`src/rtl/fetch_queue_unit_if.sv`:
```
// Fetch front-end bundle: predictor query, redirect, ICache read port and the
// decoder-side dequeue port.
//   master : the fetch unit (drives pred_query_pc, icache_*, deq_*, count)
//   slave  : the surrounding pipeline / ICache / decoder
interface fetch_queue_unit_if #(
   parameter int unsigned XLEN  = 32,
   parameter int unsigned DEPTH = 4
);
   localparam int unsigned CntW = $clog2(DEPTH) + 1;

   logic [XLEN-1:0] pred_query_pc;
   logic [XLEN-1:0] pred_pc;
   logic            clr;
   logic [XLEN-1:0] target_pc;
   logic [XLEN-1:0] icache_addr;
   logic            icache_rn;
   logic [XLEN-1:0] icache_inst;
   logic            icache_ready;
   logic            deq_valid;
   logic [XLEN-1:0] deq_inst;
   logic [XLEN-1:0] deq_pc;
   logic [XLEN-1:0] deq_pred_pc;
   logic            deq_en;
   logic [CntW-1:0] count;

   modport master (
      output pred_query_pc,
      input  pred_pc,
      input  clr,
      input  target_pc,
      output icache_addr,
      output icache_rn,
      input  icache_inst,
      input  icache_ready,
      output deq_valid,
      output deq_inst,
      output deq_pc,
      output deq_pred_pc,
      input  deq_en,
      output count
   );

   modport slave (
      input  pred_query_pc,
      output pred_pc,
      output clr,
      output target_pc,
      input  icache_addr,
      input  icache_rn,
      output icache_inst,
      output icache_ready,
      input  deq_valid,
      input  deq_inst,
      input  deq_pc,
      input  deq_pred_pc,
      output deq_en,
      input  count
   );
endinterface

```
`src/rtl/fetch_queue_unit.sv`:
```
// Instruction fetch front end. Keeps a fetch PC, issues one ICache read at a time,
// follows the branch predictor for the next PC and buffers {inst, pc, pred_pc} in
// a DEPTH-entry FIFO popped by the decoder. clr flushes the FIFO, discards any
// in-flight response and restarts fetch at target_pc.
// Ports:
//   clk   : clock
//   rst   : synchronous active-high reset (acts regardless of rdy)
//   rdy   : global ready; low freezes all state
//   bus_io: fetch_queue_unit_if.master (predictor, redirect, ICache, dequeue)
module fetch_queue_unit #(
   parameter int unsigned    XLEN     = 32,
   parameter int unsigned    DEPTH    = 4,
   parameter logic [XLEN-1:0] RESET_PC = '0
) (
   input logic                clk,
   input logic                rst,
   input logic                rdy,
   fetch_queue_unit_if.master bus_io
);
   localparam int unsigned PtrW = $clog2(DEPTH);
   localparam int unsigned CntW = PtrW + 1;
   localparam logic [CntW-1:0] Full = CntW'(DEPTH);

   typedef enum logic [1:0] {StIdle, StWait, StDrop} state_e;

   state_e          state_q, state_d;
   logic [XLEN-1:0] fetch_pc_q, fetch_pc_d;
   logic            rn_q, rn_d;
   logic [XLEN-1:0] addr_q, addr_d;
   logic [PtrW-1:0] rd_ptr_q, rd_ptr_d, wr_ptr_q, wr_ptr_d;
   logic [CntW-1:0] count_q, count_d, count_nx;
   logic [XLEN-1:0] inst_q [DEPTH];
   logic [XLEN-1:0] pc_q   [DEPTH];
   logic [XLEN-1:0] ppc_q  [DEPTH];
   logic            enq, deq;

   // A clr cycle has no queue effect, so both strobes are masked by it.
   assign enq      = (state_q == StWait) && bus_io.icache_ready && !bus_io.clr;
   assign deq      = bus_io.deq_en && (count_q != '0) && !bus_io.clr;
   assign count_nx = count_q + CntW'(enq) - CntW'(deq);

   always_comb begin
      state_d    = state_q;
      fetch_pc_d = fetch_pc_q;
      rn_d       = rn_q;
      addr_d     = addr_q;
      count_d    = count_nx;
      rd_ptr_d   = deq ? rd_ptr_q + PtrW'(1) : rd_ptr_q;
      wr_ptr_d   = enq ? wr_ptr_q + PtrW'(1) : wr_ptr_q;
      if (bus_io.clr) begin
         count_d    = '0;
         rd_ptr_d   = '0;
         wr_ptr_d   = '0;
         fetch_pc_d = bus_io.target_pc;
         unique case (state_q)
            StIdle: begin
               rn_d    = 1'b1;
               addr_d  = bus_io.target_pc;
               state_d = StWait;
            end
            StWait: begin
               // Response landing in the clr cycle is stale: reissue at once.
               // Otherwise the old request stays on the bus until it returns.
               if (bus_io.icache_ready) begin
                  addr_d = bus_io.target_pc;
               end else begin
                  state_d = StDrop;
               end
            end
            StDrop: begin
               if (bus_io.icache_ready) begin
                  addr_d  = bus_io.target_pc;
                  state_d = StWait;
               end
            end
            default: state_d = StIdle;
         endcase
      end else begin
         unique case (state_q)
            StIdle: begin
               if (count_q < Full) begin
                  rn_d    = 1'b1;
                  addr_d  = fetch_pc_q;
                  state_d = StWait;
               end
            end
            StWait: begin
               if (bus_io.icache_ready) begin
                  fetch_pc_d = bus_io.pred_pc;
                  // Keep fetching back-to-back only while a slot remains free.
                  if (count_nx < Full) begin
                     addr_d = bus_io.pred_pc;
                  end else begin
                     rn_d    = 1'b0;
                     state_d = StIdle;
                  end
               end
            end
            StDrop: begin
               if (bus_io.icache_ready) begin
                  addr_d  = fetch_pc_q;
                  state_d = StWait;
               end
            end
            default: state_d = StIdle;
         endcase
      end
   end

   always_ff @(posedge clk) begin
      if (rst) begin
         state_q    <= StIdle;
         fetch_pc_q <= RESET_PC;
         rn_q       <= 1'b0;
         addr_q     <= RESET_PC;
         rd_ptr_q   <= '0;
         wr_ptr_q   <= '0;
         count_q    <= '0;
         for (int i = 0; i < int'(DEPTH); i++) begin
            inst_q[i] <= '0;
            pc_q[i]   <= '0;
            ppc_q[i]  <= '0;
         end
      end else if (rdy) begin
         state_q    <= state_d;
         fetch_pc_q <= fetch_pc_d;
         rn_q       <= rn_d;
         addr_q     <= addr_d;
         rd_ptr_q   <= rd_ptr_d;
         wr_ptr_q   <= wr_ptr_d;
         count_q    <= count_d;
         if (enq) begin
            inst_q[wr_ptr_q] <= bus_io.icache_inst;
            pc_q[wr_ptr_q]   <= fetch_pc_q;
            ppc_q[wr_ptr_q]  <= bus_io.pred_pc;
         end
      end
   end

   assign bus_io.pred_query_pc = fetch_pc_q;
   assign bus_io.icache_rn     = rn_q;
   assign bus_io.icache_addr   = addr_q;
   assign bus_io.count         = count_q;
   assign bus_io.deq_valid     = (count_q != '0);
   assign bus_io.deq_inst      = inst_q[rd_ptr_q];
   assign bus_io.deq_pc        = pc_q[rd_ptr_q];
   assign bus_io.deq_pred_pc   = ppc_q[rd_ptr_q];
endmodule
```
`src/flat_wrapper.sv`:
```
// flat-port wrapper written by rule: the top's interface ports become plain ports
module fetch_queue_unit_flat 
#(
   parameter int unsigned    XLEN     = 32,
   parameter int unsigned    DEPTH    = 4,
   parameter logic [XLEN-1:0] RESET_PC = '0
)
  (clk, rst, rdy, bus_io_pred_query_pc, bus_io_pred_pc, bus_io_clr, bus_io_target_pc, bus_io_icache_addr, bus_io_icache_rn, bus_io_icache_inst, bus_io_icache_ready, bus_io_deq_valid, bus_io_deq_inst, bus_io_deq_pc, bus_io_deq_pred_pc, bus_io_deq_en, bus_io_count);
  fetch_queue_unit_if #(.XLEN(XLEN), .DEPTH(DEPTH)) bus_io_i ();
  input logic clk;
  input logic rst;
  input logic rdy;
  output wire logic [$bits(bus_io_i.pred_query_pc)-1:0] bus_io_pred_query_pc;
  input wire logic [$bits(bus_io_i.pred_pc)-1:0] bus_io_pred_pc;
  input wire logic [$bits(bus_io_i.clr)-1:0] bus_io_clr;
  input wire logic [$bits(bus_io_i.target_pc)-1:0] bus_io_target_pc;
  output wire logic [$bits(bus_io_i.icache_addr)-1:0] bus_io_icache_addr;
  output wire logic [$bits(bus_io_i.icache_rn)-1:0] bus_io_icache_rn;
  input wire logic [$bits(bus_io_i.icache_inst)-1:0] bus_io_icache_inst;
  input wire logic [$bits(bus_io_i.icache_ready)-1:0] bus_io_icache_ready;
  output wire logic [$bits(bus_io_i.deq_valid)-1:0] bus_io_deq_valid;
  output wire logic [$bits(bus_io_i.deq_inst)-1:0] bus_io_deq_inst;
  output wire logic [$bits(bus_io_i.deq_pc)-1:0] bus_io_deq_pc;
  output wire logic [$bits(bus_io_i.deq_pred_pc)-1:0] bus_io_deq_pred_pc;
  input wire logic [$bits(bus_io_i.deq_en)-1:0] bus_io_deq_en;
  output wire logic [$bits(bus_io_i.count)-1:0] bus_io_count;
  assign bus_io_pred_query_pc = bus_io_i.pred_query_pc;
  assign bus_io_i.pred_pc = bus_io_pred_pc;
  assign bus_io_i.clr = bus_io_clr;
  assign bus_io_i.target_pc = bus_io_target_pc;
  assign bus_io_icache_addr = bus_io_i.icache_addr;
  assign bus_io_icache_rn = bus_io_i.icache_rn;
  assign bus_io_i.icache_inst = bus_io_icache_inst;
  assign bus_io_i.icache_ready = bus_io_icache_ready;
  assign bus_io_deq_valid = bus_io_i.deq_valid;
  assign bus_io_deq_inst = bus_io_i.deq_inst;
  assign bus_io_deq_pc = bus_io_i.deq_pc;
  assign bus_io_deq_pred_pc = bus_io_i.deq_pred_pc;
  assign bus_io_i.deq_en = bus_io_deq_en;
  assign bus_io_count = bus_io_i.count;
  fetch_queue_unit #(.XLEN(XLEN), .DEPTH(DEPTH), .RESET_PC(RESET_PC)) u_core (.clk(clk), .rst(rst), .rdy(rdy), .bus_io(bus_io_i));
endmodule
```
`config.mk`:
```
export PLATFORM = sky130hd
export DESIGN_NAME = fetch_queue_unit_flat
export DESIGN_NICKNAME = d
export VERILOG_FILES = /design/src/rtl/fetch_queue_unit_if.sv /design/src/rtl/fetch_queue_unit.sv /design/src/flat_wrapper.sv
export SDC_FILE = /design/constraint.sdc
export NUM_CORES = 1
export LEC_CHECK = 0
export ABC_AREA = 1
export BUFFER_PORTS_ARGS = -buffer_cell sky130_fd_sc_hd__buf_2
export CAP_MARGIN = 25
export CELL_PAD_IN_SITES_DETAIL_PLACEMENT = 1
export CELL_PAD_IN_SITES_GLOBAL_PLACEMENT = 1
export CORE_UTILIZATION = 29
export CTS_CLUSTER_DIAMETER = 100
export DETAILED_ROUTE_END_ITERATION = 12
export PLACE_DENSITY_LB_ADDON = 0.12
export REMOVE_ABC_BUFFERS = 1
export SLEW_MARGIN = 30
export SYNTH_ARGS = -nofsm -noshare
export SYNTH_HDL_FRONTEND = slang
export SYNTH_SLANG_ARGS = --single-unit
```
`constraint.sdc`:
```
create_clock -name clk -period 13 [get_ports clk]
set_clock_uncertainty 0.1 [all_clocks]
set_input_delay 1.95 -clock clk [delete_from_list [all_inputs] [get_ports clk]]
set_output_delay 1.95 -clock clk [all_outputs]
set_load 0.02 [all_outputs]
```
==> impl_metrics.csv <==
group,metric,value,unit
power,p_leak,9.55,nW
power,power_density,150,mW/mm2
placed_design,placed_cell_area,0.0223,mm2
sta,final_critical_path_share_of_the_clock_period,0.427,
synth,syn-cell-area,0.0202,mm2
layout,multi_input_combinational_cell_area,0.00605,mm2
die,io-pin-count,267,
global_route,groute.usage.overall,0.193,
die,die_width,266,um
worst_setup_path,worstSetupPathType,"flip-flop to primary output",
sta,timing_worst_slew_pin_value,0.910,ns
synth,synth-seq-cells,460,
sta,grt_setup_unrepaired,"no",
worst_setup_path,worst-r2r-setup-slack,8.61,ns
power,power.ir.vdd_worst,0.0853,mV
layout,antenna_cells,0,
placed_design,hpwl,39400,um
worst_setup_path,critical_path_required,10.95,ns
die,fp.coreArea,0.0687,mm2
layout,layout.cell_area.non_filler,0.0240,mm2
sta,fin_tns_setup,0,ns
sta,report.final.slew_viol_count,0,
clocking,clk_latency,0.60,ns
layout,finalNetCount,2351,
global_route,grt_pass1_vias,16600,
routing,drcViolationCount,0,
routing,detailroute.via_count,15800,
global_route,grt_remaining_overflow,0,
hold_path,worstHoldPathCells,2,
synth,postSynthCellCount,2048,
sta,max_slew_margin,0.393,
clocking,cts_buffer_depth,3,
die,row_count,96,
routing,dr_wl_met3,2730,um
routing,post_drt_antenna_nets,0,
layout,filler_cell_count,7827,
synth,yosysSeqAreaShare,0.647,
clocking,cts.reportedPaths.clkPinSlew,0.06,ns
worst_setup_path,crit-reg2reg-capture,"u_core.inst_q[1][25]",
synth,synth_area_per_cell,9.85,um2
die,design.die.area,0.0706,mm2
hold_path,hold_path_class,"flip-flop to flip-flop",
power,total_power,3.61,mW
worst_setup_path,regToRegStartpoint,"u_core.state_q[0]",
synth,synth.area.mux_share,0,
run_status,outcome,"completed",
worst_setup_path,setup.worst_path.start_class,"flip-flop",
routing,detail_route.wl_per_cell,21.2,um
placed_design,io_buffer_count,266,
global_route,grt_max_degree,114,
synth,synth_fa_ha_area_frac,0.00471,
synth,xor_and_xnor_area_share_after_synthesis,0,
clocking,cts_resized,0,
routing,highest_routed_layer,"met4",
clocking,cts-buffers-inserted,55,
layout,post_layout_nonfiller_instances,3218,
sta,max_freq,180,MHz
sta,setup_viol,0,
worst_setup_path,reg2reg_depth,7,
clocking,cts_post_setup_buffers_inserted,0,
job,max_cap_viol_count,0,
sta,hold_violations,0,
worst_setup_path,worst_setup_path_end_kind,"primary output",
routing,met1Wirelength,31500,um
worst_setup_path,crit_fanout,113,
sta,period_minus_slack,5.55,ns
clocking,cts.sinks,460,
routing,drt-initial-drc-count,914,
layout,seqCellArea,0.0131,mm2
synth,yosys_warnings,0,
layout,areaGrowthSynthToFinish,19.2,%
die,initial_utilization,0.294,
routing,met2WireLength,32800,um
global_route,grt_antenna_before_repair,6,
die,vertical_die_dimension,266,um
layout,final_cell_utilization_of_the_core,0.350,
synth,synth_compound_gate_area_share,0.133,
clocking,cts_tree,"yes",
clocking,htree_num_levels,2,
routing,detailedRoute.firstPassIterationCount,5,
routing,avgViaCountPerCell,4.92,
placed_design,gp_routability_congestion,0.739,
global_route,grt_pass1_wl,103000,um
synth,synth_simple_gate_area_frac,0.159,
layout,layout-drive-gt1-share,0.169,
clocking,clock-root-buffer,"sky130_fd_sc_hd__clkbuf_16",
worst_setup_path,arrival_time_reported_for_the_critical_path_endpoint,3.50,ns
routing,route.final.wire_length,68400,um
placed_design,numPlacedInstances,3115,
synth,yosys.cell_types.count,34,
clocking,cts_hold_buf,0,
synth,largest_family_of_logic_cells_by_synthesized_area,"simple AND/OR/NAND/NOR gates",
worst_setup_path,cp-endpoint,"bus_io_deq_pc[22]",
cells in the final DEF (no fill, tap or decap), types with 2 or more instances in the layout:
| master | count |
|---|---|
| sky130_fd_sc_hd__clkbuf_1 | 18 |
| sky130_fd_sc_hd__nor3_1 | 52 |
| sky130_fd_sc_hd__o22ai_1 | 96 |
| sky130_fd_sc_hd__edfxtp_1 | 384 |
| sky130_fd_sc_hd__nand4_1 | 2 |
| sky130_fd_sc_hd__nand3_4 | 2 |
| sky130_fd_sc_hd__nand3_1 | 43 |
| sky130_fd_sc_hd__nand2_4 | 5 |
| sky130_fd_sc_hd__a21oi_1 | 79 |
| sky130_fd_sc_hd__clkinv_2 | 9 |
| sky130_fd_sc_hd__o21ai_0 | 285 |
| sky130_fd_sc_hd__buf_6 | 7 |
| sky130_fd_sc_hd__clkbuf_8 | 8 |
| sky130_fd_sc_hd__bufinv_16 | 2 |
| sky130_fd_sc_hd__inv_1 | 116 |
| sky130_fd_sc_hd__buf_2 | 265 |
| sky130_fd_sc_hd__clkinv_1 | 10 |
| sky130_fd_sc_hd__inv_2 | 5 |
| sky130_fd_sc_hd__dfxtp_1 | 74 |
| sky130_fd_sc_hd__clkbuf_16 | 57 |
| sky130_fd_sc_hd__ha_1 | 5 |
| sky130_fd_sc_hd__a21boi_0 | 20 |
| sky130_fd_sc_hd__nor2_1 | 575 |
| sky130_fd_sc_hd__buf_4 | 16 |
| sky130_fd_sc_hd__nor2_4 | 2 |
| sky130_fd_sc_hd__a21boi_1 | 8 |
| sky130_fd_sc_hd__nand2_1 | 127 |
| sky130_fd_sc_hd__dfxtp_4 | 2 |
synthesized netlist by cell type, drive strengths merged:
| master | n | area, um2 |
|---|---|---|
| nor2 | 577 | 2180 |
| edfxtp | 384 | 11500 |
| o21ai | 285 | 1430 |
| nand2 | 133 | 507 |
| inv | 123 | 462 |
| clkbuf | 97 | 364 |
| o22ai | 96 | 601 |
| a21oi | 80 | 412 |
| dfxtp | 76 | 1520 |
| buf | 55 | 300 |
| nor3 | 52 | 260 |
| nand3 | 45 | 238 |
| a21boi | 28 | 210 |
| ha | 6 | 75.1 |
| clkinv | 2 | 8.75 |
| nand4 | 2 | 12.5 |
| a2bb2oi | 1 | 8.76 |
| a31oi | 1 | 6.26 |
| fa | 1 | 20.0 |
| nand3b | 1 | 7.51 |
| o211ai | 1 | 7.51 |
| o21bai | 1 | 7.51 |
| o41ai | 1 | 8.76 |
critical path: stages (launching register included):
cell and delay, ns:
sky130_fd_sc_hd__dfxtp_4 0.51, sky130_fd_sc_hd__inv_6 0.67, sky130_fd_sc_hd__buf_4 0.84, sky130_fd_sc_hd__o21ai_0 0.17, sky130_fd_sc_hd__o22ai_1 0.43, sky130_fd_sc_hd__buf_2 0.26
report_power, final:
| part | total (mW) | switching (mW) | internal [mW] |
|---|---|---|---|
| clock | 1.49 | 0.612 | 0.883 |
| combinational | 0.426 | 0.312 | 0.114 |
| sequential | 1.69 | 0.0304 | 1.66 |
how the worst min path moves through the flow:
stage,start,to,slack (ns)
floorplan,u_core.rd_ptr_q[1],flip-flop,0.36
global placement,u_core.rd_ptr_q[1],flip-flop,0.36
detailed placement,u_core.bus_io.icache_addr[18],u_core.bus_io.icache_addr[18],0.37
CTS,u_core.bus_io.icache_addr[18],u_core.bus_io.icache_addr[18],0.38
global route,u_core.bus_io.icache_addr[27],u_core.bus_io.icache_addr[27],0.41
finish,u_core.bus_io.icache_addr[18],u_core.bus_io.icache_addr[18],0.38
through the flow:
step | hold WS [ns] | setup WS [ns]
after detailed placement | 0.367 | 7.23
after global routing | 0.409 | 7.13
after CTS | 0.380 | 7.07
after floorplan | 0.357 | 0.0806
after global placement | 0.360 | 7.22
final | 0.379 | 7.45
cell type report:
cell class	instances	area share
tap	931	0.0485
multi-input combinational	1311	0.252
sequential	460	0.543
clock buffer	83	0.0667
inverter	125	0.0199
clock inverter	19	0.00552
timing repair buffer	289	0.0643
state kept, by name (all words and copies together) (netlist names), named ones only:
register,count
u_core.bus_io.pred_query_pc,32
u_core.ppc_q,128
u_core.bus_io.icache_rn,1
u_core.wr_ptr_q,2
u_core.pc_q,128
u_core.inst_q,128
u_core.rd_ptr_q,2
u_core.bus_io.count,3
u_core.state_q,2
u_core.bus_io.icache_addr,32
logic make-up (layout without fill, tap and decap cells):
group / Yosys count / count (layout)
and+or+nand+nor: 810 / 810
AOI/OAI and AO/OA: 494 / 494
DFF: 460 / 460
buffers and inverters: 277 / 516
adders and majority gates: 7 / 7
routing by layer:
metal | vias up | track usage
li1 | 7422 | -
met1 | 8029 | 0.258
met2 | 294 | 0.329
met3 | 90 | 0.0276
met4 | 0 | 0.0441
met5 | - | 0
(Power assumes the default switching activity.)
